### src/rtl/alu_share_arb_pkg.sv
// rtl/alu_share_arb_pkg.sv - ALU opcodes, sequencer states and legal-op check
package alu_share_arb_pkg;

    localparam logic [3:0] ALU_AND = 4'b0000;
    localparam logic [3:0] ALU_OR  = 4'b0001;
    localparam logic [3:0] ALU_ADD = 4'b0010;
    localparam logic [3:0] ALU_SUB = 4'b0011;
    localparam logic [3:0] ALU_SLL = 4'b0100;

    typedef enum logic [1:0] {
        ST_IDLE = 2'b00,
        ST_EXEC = 2'b01,
        ST_RESP = 2'b10
    } state_t;

    // Any code outside the five implemented operations is flagged to the requester.
    function automatic logic op_is_legal(input logic [3:0] op);
        logic legal;
        case (op)
            ALU_AND, ALU_OR, ALU_ADD, ALU_SUB, ALU_SLL: legal = 1'b1;
            default:                                    legal = 1'b0;
        endcase
        return legal;
    endfunction

endpackage

### src/rtl/alu_share_arb_rr_pick.sv
// rtl/alu_share_arb_rr_pick.sv - combinational round-robin picker starting at rr_ptr
module alu_share_arb_rr_pick #(
    parameter int NREQ = 2,
    parameter int PTRW = 2
) (
    input  logic [NREQ-1:0] req_valid,
    input  logic [PTRW-1:0] rr_ptr,
    output logic            grant_valid,
    output logic [PTRW-1:0] grant_idx,
    output logic [NREQ-1:0] grant
);

    logic [NREQ-1:0] rot;
    logic [PTRW:0]   sum;

    // Rotate requests so bit 0 is rr_ptr, take the lowest set offset, map it back to an index.
    always_comb begin
        rot         = NREQ'({req_valid, req_valid} >> rr_ptr);
        grant_valid = 1'b0;
        grant_idx   = '0;
        sum         = '0;
        grant       = '0;
        for (int i = NREQ - 1; i >= 0; i--) begin
            if (rot[i]) begin
                grant_valid = 1'b1;
                sum         = {1'b0, rr_ptr} + (PTRW + 1)'(i);
                if (sum >= (PTRW + 1)'(NREQ)) begin
                    sum = sum - (PTRW + 1)'(NREQ);
                end
                grant_idx = sum[PTRW-1:0];
            end
        end
        for (int j = 0; j < NREQ; j++) begin
            grant[j] = grant_valid && (grant_idx == PTRW'(j));
        end
    end

endmodule

### src/rtl/alu_share_arb.sv
// rtl/alu_share_arb.sv - round-robin sequencer sharing one single-cycle ALU among requesters
module alu_share_arb
    import alu_share_arb_pkg::*;
#(
    parameter int NREQ = 2,
    parameter int PTRW = 2
) (
    input  logic               clk,
    input  logic               reset,
    input  logic [NREQ-1:0]    req_valid,
    output logic [NREQ-1:0]    req_ready,
    input  logic [32*NREQ-1:0] req_a,
    input  logic [32*NREQ-1:0] req_b,
    input  logic [4*NREQ-1:0]  req_op,
    input  logic [5*NREQ-1:0]  req_shamt,
    output logic [31:0]        alu_a,
    output logic [31:0]        alu_b,
    output logic [3:0]         alu_op,
    output logic [4:0]         alu_shamt,
    input  logic [31:0]        alu_result,
    input  logic               alu_zero,
    output logic [NREQ-1:0]    rsp_valid,
    input  logic [NREQ-1:0]    rsp_ready,
    output logic [31:0]        rsp_result,
    output logic               rsp_zero,
    output logic               rsp_err,
    output logic               busy
);

    state_t          state, state_next;
    logic [PTRW-1:0] rr_ptr, owner, grant_idx, ptr_after_owner;
    logic [NREQ-1:0] grant;
    logic            grant_valid, accept, rsp_fire;
    logic [31:0]     a_q, b_q, sel_a, sel_b;
    logic [3:0]      op_q, sel_op;
    logic [4:0]      shamt_q, sel_shamt;

    alu_share_arb_rr_pick #(
        .NREQ (NREQ),
        .PTRW (PTRW)
    ) u_rr_pick (
        .req_valid   (req_valid),
        .rr_ptr      (rr_ptr),
        .grant_valid (grant_valid),
        .grant_idx   (grant_idx),
        .grant       (grant)
    );

    // One-hot mux of the granted requester's operation fields.
    always_comb begin
        sel_a     = '0;
        sel_b     = '0;
        sel_op    = '0;
        sel_shamt = '0;
        for (int i = 0; i < NREQ; i++) begin
            if (grant[i]) begin
                sel_a     = req_a[32*i +: 32];
                sel_b     = req_b[32*i +: 32];
                sel_op    = req_op[4*i +: 4];
                sel_shamt = req_shamt[5*i +: 5];
            end
        end
    end

    // Next state plus the handshake strobes; grants only happen from IDLE.
    always_comb begin
        state_next = state;
        req_ready  = '0;
        rsp_valid  = '0;
        accept     = 1'b0;
        rsp_fire   = 1'b0;
        case (state)
            ST_IDLE: begin
                if (grant_valid) begin
                    accept     = 1'b1;
                    req_ready  = grant;
                    state_next = ST_EXEC;
                end
            end
            ST_EXEC: begin
                state_next = ST_RESP;
            end
            ST_RESP: begin
                for (int i = 0; i < NREQ; i++) begin
                    rsp_valid[i] = (owner == PTRW'(i));
                end
                if (|(rsp_ready & rsp_valid)) begin
                    rsp_fire   = 1'b1;
                    state_next = ST_IDLE;
                end
            end
            default: begin
                state_next = ST_IDLE;
            end
        endcase
    end

    assign ptr_after_owner = (owner == PTRW'(NREQ - 1)) ? '0 : owner + PTRW'(1);

    // State, captured operation, response register and round-robin pointer.
    always_ff @(posedge clk) begin
        if (!reset) begin
            state      <= ST_IDLE;
            rr_ptr     <= '0;
            owner      <= '0;
            a_q        <= '0;
            b_q        <= '0;
            op_q       <= '0;
            shamt_q    <= '0;
            rsp_result <= '0;
            rsp_zero   <= 1'b0;
            rsp_err    <= 1'b0;
        end else begin
            state <= state_next;
            if (accept) begin
                owner   <= grant_idx;
                a_q     <= sel_a;
                b_q     <= sel_b;
                op_q    <= sel_op;
                shamt_q <= sel_shamt;
            end
            if (state == ST_EXEC) begin
                rsp_result <= alu_result;
                rsp_zero   <= alu_zero;
                rsp_err    <= !op_is_legal(op_q);
            end
            if (rsp_fire) begin
                rr_ptr <= ptr_after_owner;
            end
        end
    end

    assign alu_a     = a_q;
    assign alu_b     = b_q;
    assign alu_op    = op_q;
    assign alu_shamt = shamt_q;
    assign busy      = (state != ST_IDLE);

endmodule

### config.mk
export PLATFORM = sky130hd
export DESIGN_NAME = alu_share_arb
export DESIGN_NICKNAME = d
export VERILOG_FILES = /design/src/rtl/alu_share_arb_pkg.sv /design/src/rtl/alu_share_arb_rr_pick.sv /design/src/rtl/alu_share_arb.sv
export SDC_FILE = /design/constraint.sdc
export NUM_CORES = 1
export LEC_CHECK = 0
export CORE_MARGIN = 2
export CORE_UTILIZATION = 41
export CTS_BUF_LIST = sky130_fd_sc_hd__clkbuf_4 sky130_fd_sc_hd__clkbuf_8 sky130_fd_sc_hd__clkbuf_16
export CTS_CLUSTER_DIAMETER = 120
export CTS_CLUSTER_SIZE = 28
export DETAILED_ROUTE_END_ITERATION = 10
export PLACE_DENSITY = 0.86
export SYNTH_ARGS = -nofsm -noshare
export SYNTH_HDL_FRONTEND = slang
export SYNTH_SLANG_ARGS = --single-unit
### constraint.sdc
create_clock -name clk -period 2.3 [get_ports clk]
set_clock_uncertainty 0.1 [all_clocks]
set_input_delay 0.46 -clock clk [delete_from_list [all_inputs] [get_ports clk]]
set_output_delay 0.46 -clock clk [all_outputs]
set_load 0.03 [all_outputs]
==> flow_summary.json <==
{
  "ys_seq_elements": 113,
  "p_switching_uw": 2100,
  "maxSlewViolCount": 0,
  "p_int_uw": 4860,
  "period_needed_ps": 2240,
  "finalHoldViolations": 0,
  "synth_top_cell_by_area": "dfxtp_1",
  "syn_avg_cell_area_um2": 8.14,
  "cts.sink_count": 113,
  "wl_mm": 20.6,
  "drc": 0,
  "syn_inst": 618,
  "clk_latency_ps": 400,
  "grt_max_degree": 68,
  "fin_ws_ps": 58.6,
  "rows": 40,
  "regArea_um2": 2260,
  "p_leak_uw": 0.00319,
  "synthDistinctLibCells": 30,
  "path_max_fanout": 6,
  "hold_class": "reg -> reg",
  "synth_nets": 803,
  "synth-seq-area-share": 0.450,
  "p_per_area_nw_per_um2": 795,
  "clk_pin_slew_ps": 50,
  "grt-ovfl-total": 0,
  "routedWlPerCell_um": 19.9,
  "critPathLaunchType": "register",
  "pwr-share-seq": 0.328,
  "slowest_delay_ps": 400,
  "multiInputGateArea_um2": 2370,
  "end_kind": "output port",
  "path_cells": "or3b_1 -> nor2_1 -> clkdlybuf4s15_1",
  "io-pin-count": 297,
  "cts_root_buffer": "clkbuf_16",
  "critical_path_required_ps": 1740,
  "cts.path.max_buffers": 2,
  "io_buffers": 296,
  "fmax_ghz": 0.446,
  "worst_slew_pin_slew_ps": 690,
  "combinationalPowerShare": 0.271,
  "die_w_um": 115,
  "fin_crit_sh": 0.975,
  "cts.htree.levels": 4,
  "syn_to_final_growth_pct": 74.0,
  "maxCapViolations": 0,
  "slowest_stage": "or3b_1",
  "core-area_um2": 12000,
  "vias": 6228,
  "outcome": "complete, no violations",
  "setup_violations": 0,
  "layout-drive-gt1-share": 0.0752,
  "cts_tree": "built",
  "post-dp-hpwl_mm": 13.8,
  "grt_usage": 0.299,
  "place_ws_ps": 17.1,
  "synth_top_area_share": 0.450,
  "irDropWorstVdd_v": 0.000384,
  "worstPathArrival_ps": 1680,
  "drtIter0Drc": 605,
  "cts_buffers": 17,
  "p_clk_frac": 0.401,
  "synth.cell_area_um2": 5030,
  "antennaDiodeCount": 0,
  "ant_nets": 0,
  "viasPerCell": 6.00,
  "fp.dieArea_um2": 13200,
  "final_nets": 1063,
  "whs_ps": 355,
  "start_util": 0.419,
  "rsz0062_at_grt": "false",
  "ys_warn_count": 0,
  "fp.dieH_um": 115,
  "grt_pass1_wl_mm": 31.2,
  "criticalPathCategory": "reg -> out",
  "relSlewSlack": 0.540,
  "drt_first_pass_iters": 5,
  "fin_setup_tns_ps": 0,
  "gp_congestion": 0.876,
  "netSwitchingFraction": 0.301,
  "grt_pass1_vias": 6214,
  "antenna_found_initial": 0,
  "netlist_top_cells_area": "dfxtp_1, nand3_1, a311oi_1, a31oi_1, nand2_1",
  "num-fill-cells": 873
}
==> final timing paths <==
kind | cells after the start | start | slack, ps | endpoint
max | 3 | state[0] | 60 | rsp_valid[0]
min | 2 | rsp_result[3] | 350 | rsp_result[3]
max reg2reg | 4 | rr_ptr[0] | 280 | alu_op[1]
min reg2reg | 2 | rsp_result[3] | 350 | rsp_result[3]
==> metrics by stage <==
stage	instance area (um2)	total power (uW)	std cells	utilization
floorplan	5030	3250	618	-
CTS	8720	6960	1037	0.726
global placement	8090	4120	1005	0.673
detailed placement	8090	4160	1005	0.673
global route	8750	7200	1038	0.729
finish	8750	6960	1038	0.729
==> timing repair <==
item | 4_1_cts | 5_1_grt
setup buffers | 0 | 0
setup endpoints to repair | 5 | 14
hold buffers | 0 | 0
resized for setup | 7 | 3
cloned | 0 | 1
pin swaps | 0 | 1
==> synthesized netlist by cell type, drive strengths merged <==
| master | number |
|---|---|
| o31ai | 1 |
| o21ai | 5 |
| o221ai | 12 |
| or3b | 1 |
| nor2 | 5 |
| or2 | 1 |
| a21oi | 36 |
| nor4 | 1 |
| inv | 27 |
| and3b | 1 |
| a311oi | 61 |
| nor3 | 2 |
| nand3 | 123 |
| and3 | 3 |
| dfxtp | 113 |
| nand4 | 12 |
| nor3b | 1 |
| clkbuf | 46 |
| or3 | 1 |
| a31oi | 62 |
| nand2 | 66 |
| nand3b | 1 |
| buf | 31 |
| nor2b | 2 |
| o211a | 1 |
| mux2i | 1 |
| nand2b | 2 |
==> flip-flops by register name, indices dropped and copies added (netlist names) <==
name,cells
rsp_zero,1
rsp_result,32
state,2
alu_a,32
alu_shamt,5
rr_ptr,2
alu_b,32
alu_op,4
rsp_err,1
owner,2
==> per-layer routing <==
layer  share of wire  vias to the layer above  GRT usage
li1                -                     2843          -
met1            0.37                     2916      0.333
met2            0.50                      395      0.515
met4           0.044                        0      0.173
met5               0                        -          0
met3           0.090                       74     0.0822
==> layout make-up <==
| cell class | count | area share |
|---|---|---|
| clock buffers | 18 | 0.0502 |
| multi-input cells | 401 | 0.271 |
| repair buffers | 318 | 0.366 |
| clock inverters | 14 | 0.0214 |
| flip-flops and latches | 113 | 0.258 |
| well taps | 147 | 0.0210 |
| inverters | 27 | 0.0116 |
==> worst max-delay path, delay by kind of cell (launching register included) <==
kind | cells | cell delay (ps)
buffers and inverters | 1 | 400
flip-flops | 1 | 370
AND/OR/NAND/NOR | 2 | 510
==> cells in the final DEF (no fill, tap or decap), types with 2 or more instances in the layout <==
cell type          n
a21oi_1           36
a311oi_1          61
a31oi_1           62
and3_1             3
buf_12             6
buf_2              2
buf_4             16
bufinv_16          4
clkbuf_16         18
clkdlybuf4s15_1    2
clkdlybuf4s50_1  289
clkinv_2           4
clkinvlp_4         4
dfxtp_1          113
dlygate4sd2_1      2
inv_1             26
nand2_1           66
nand3_1          122
nand4_1           12
nor2_1             4
o21ai_0            4
o221ai_1          12
==> cells by family (layout without fill, tap and decap cells) <==
group,after synthesis,in the layout,share of synthesized area
buf+inv,104,377,0.0853
flops,113,113,0.450
mux,1,1,0.00199
simple gates,222,222,0.213
compound gates,178,178,0.250
==> power groups by stage <==
stage	logic, uW	clock network [uW]	registers (uW)
after floorplan	571	0	2680
after global placement	1810	0	2310
after detailed placement	1850	0	2320
after CTS	1860	2810	2280
after global routing	1990	2900	2300
final	1890	2790	2280
No activity file was read; power rests on OpenSTA's default activity.
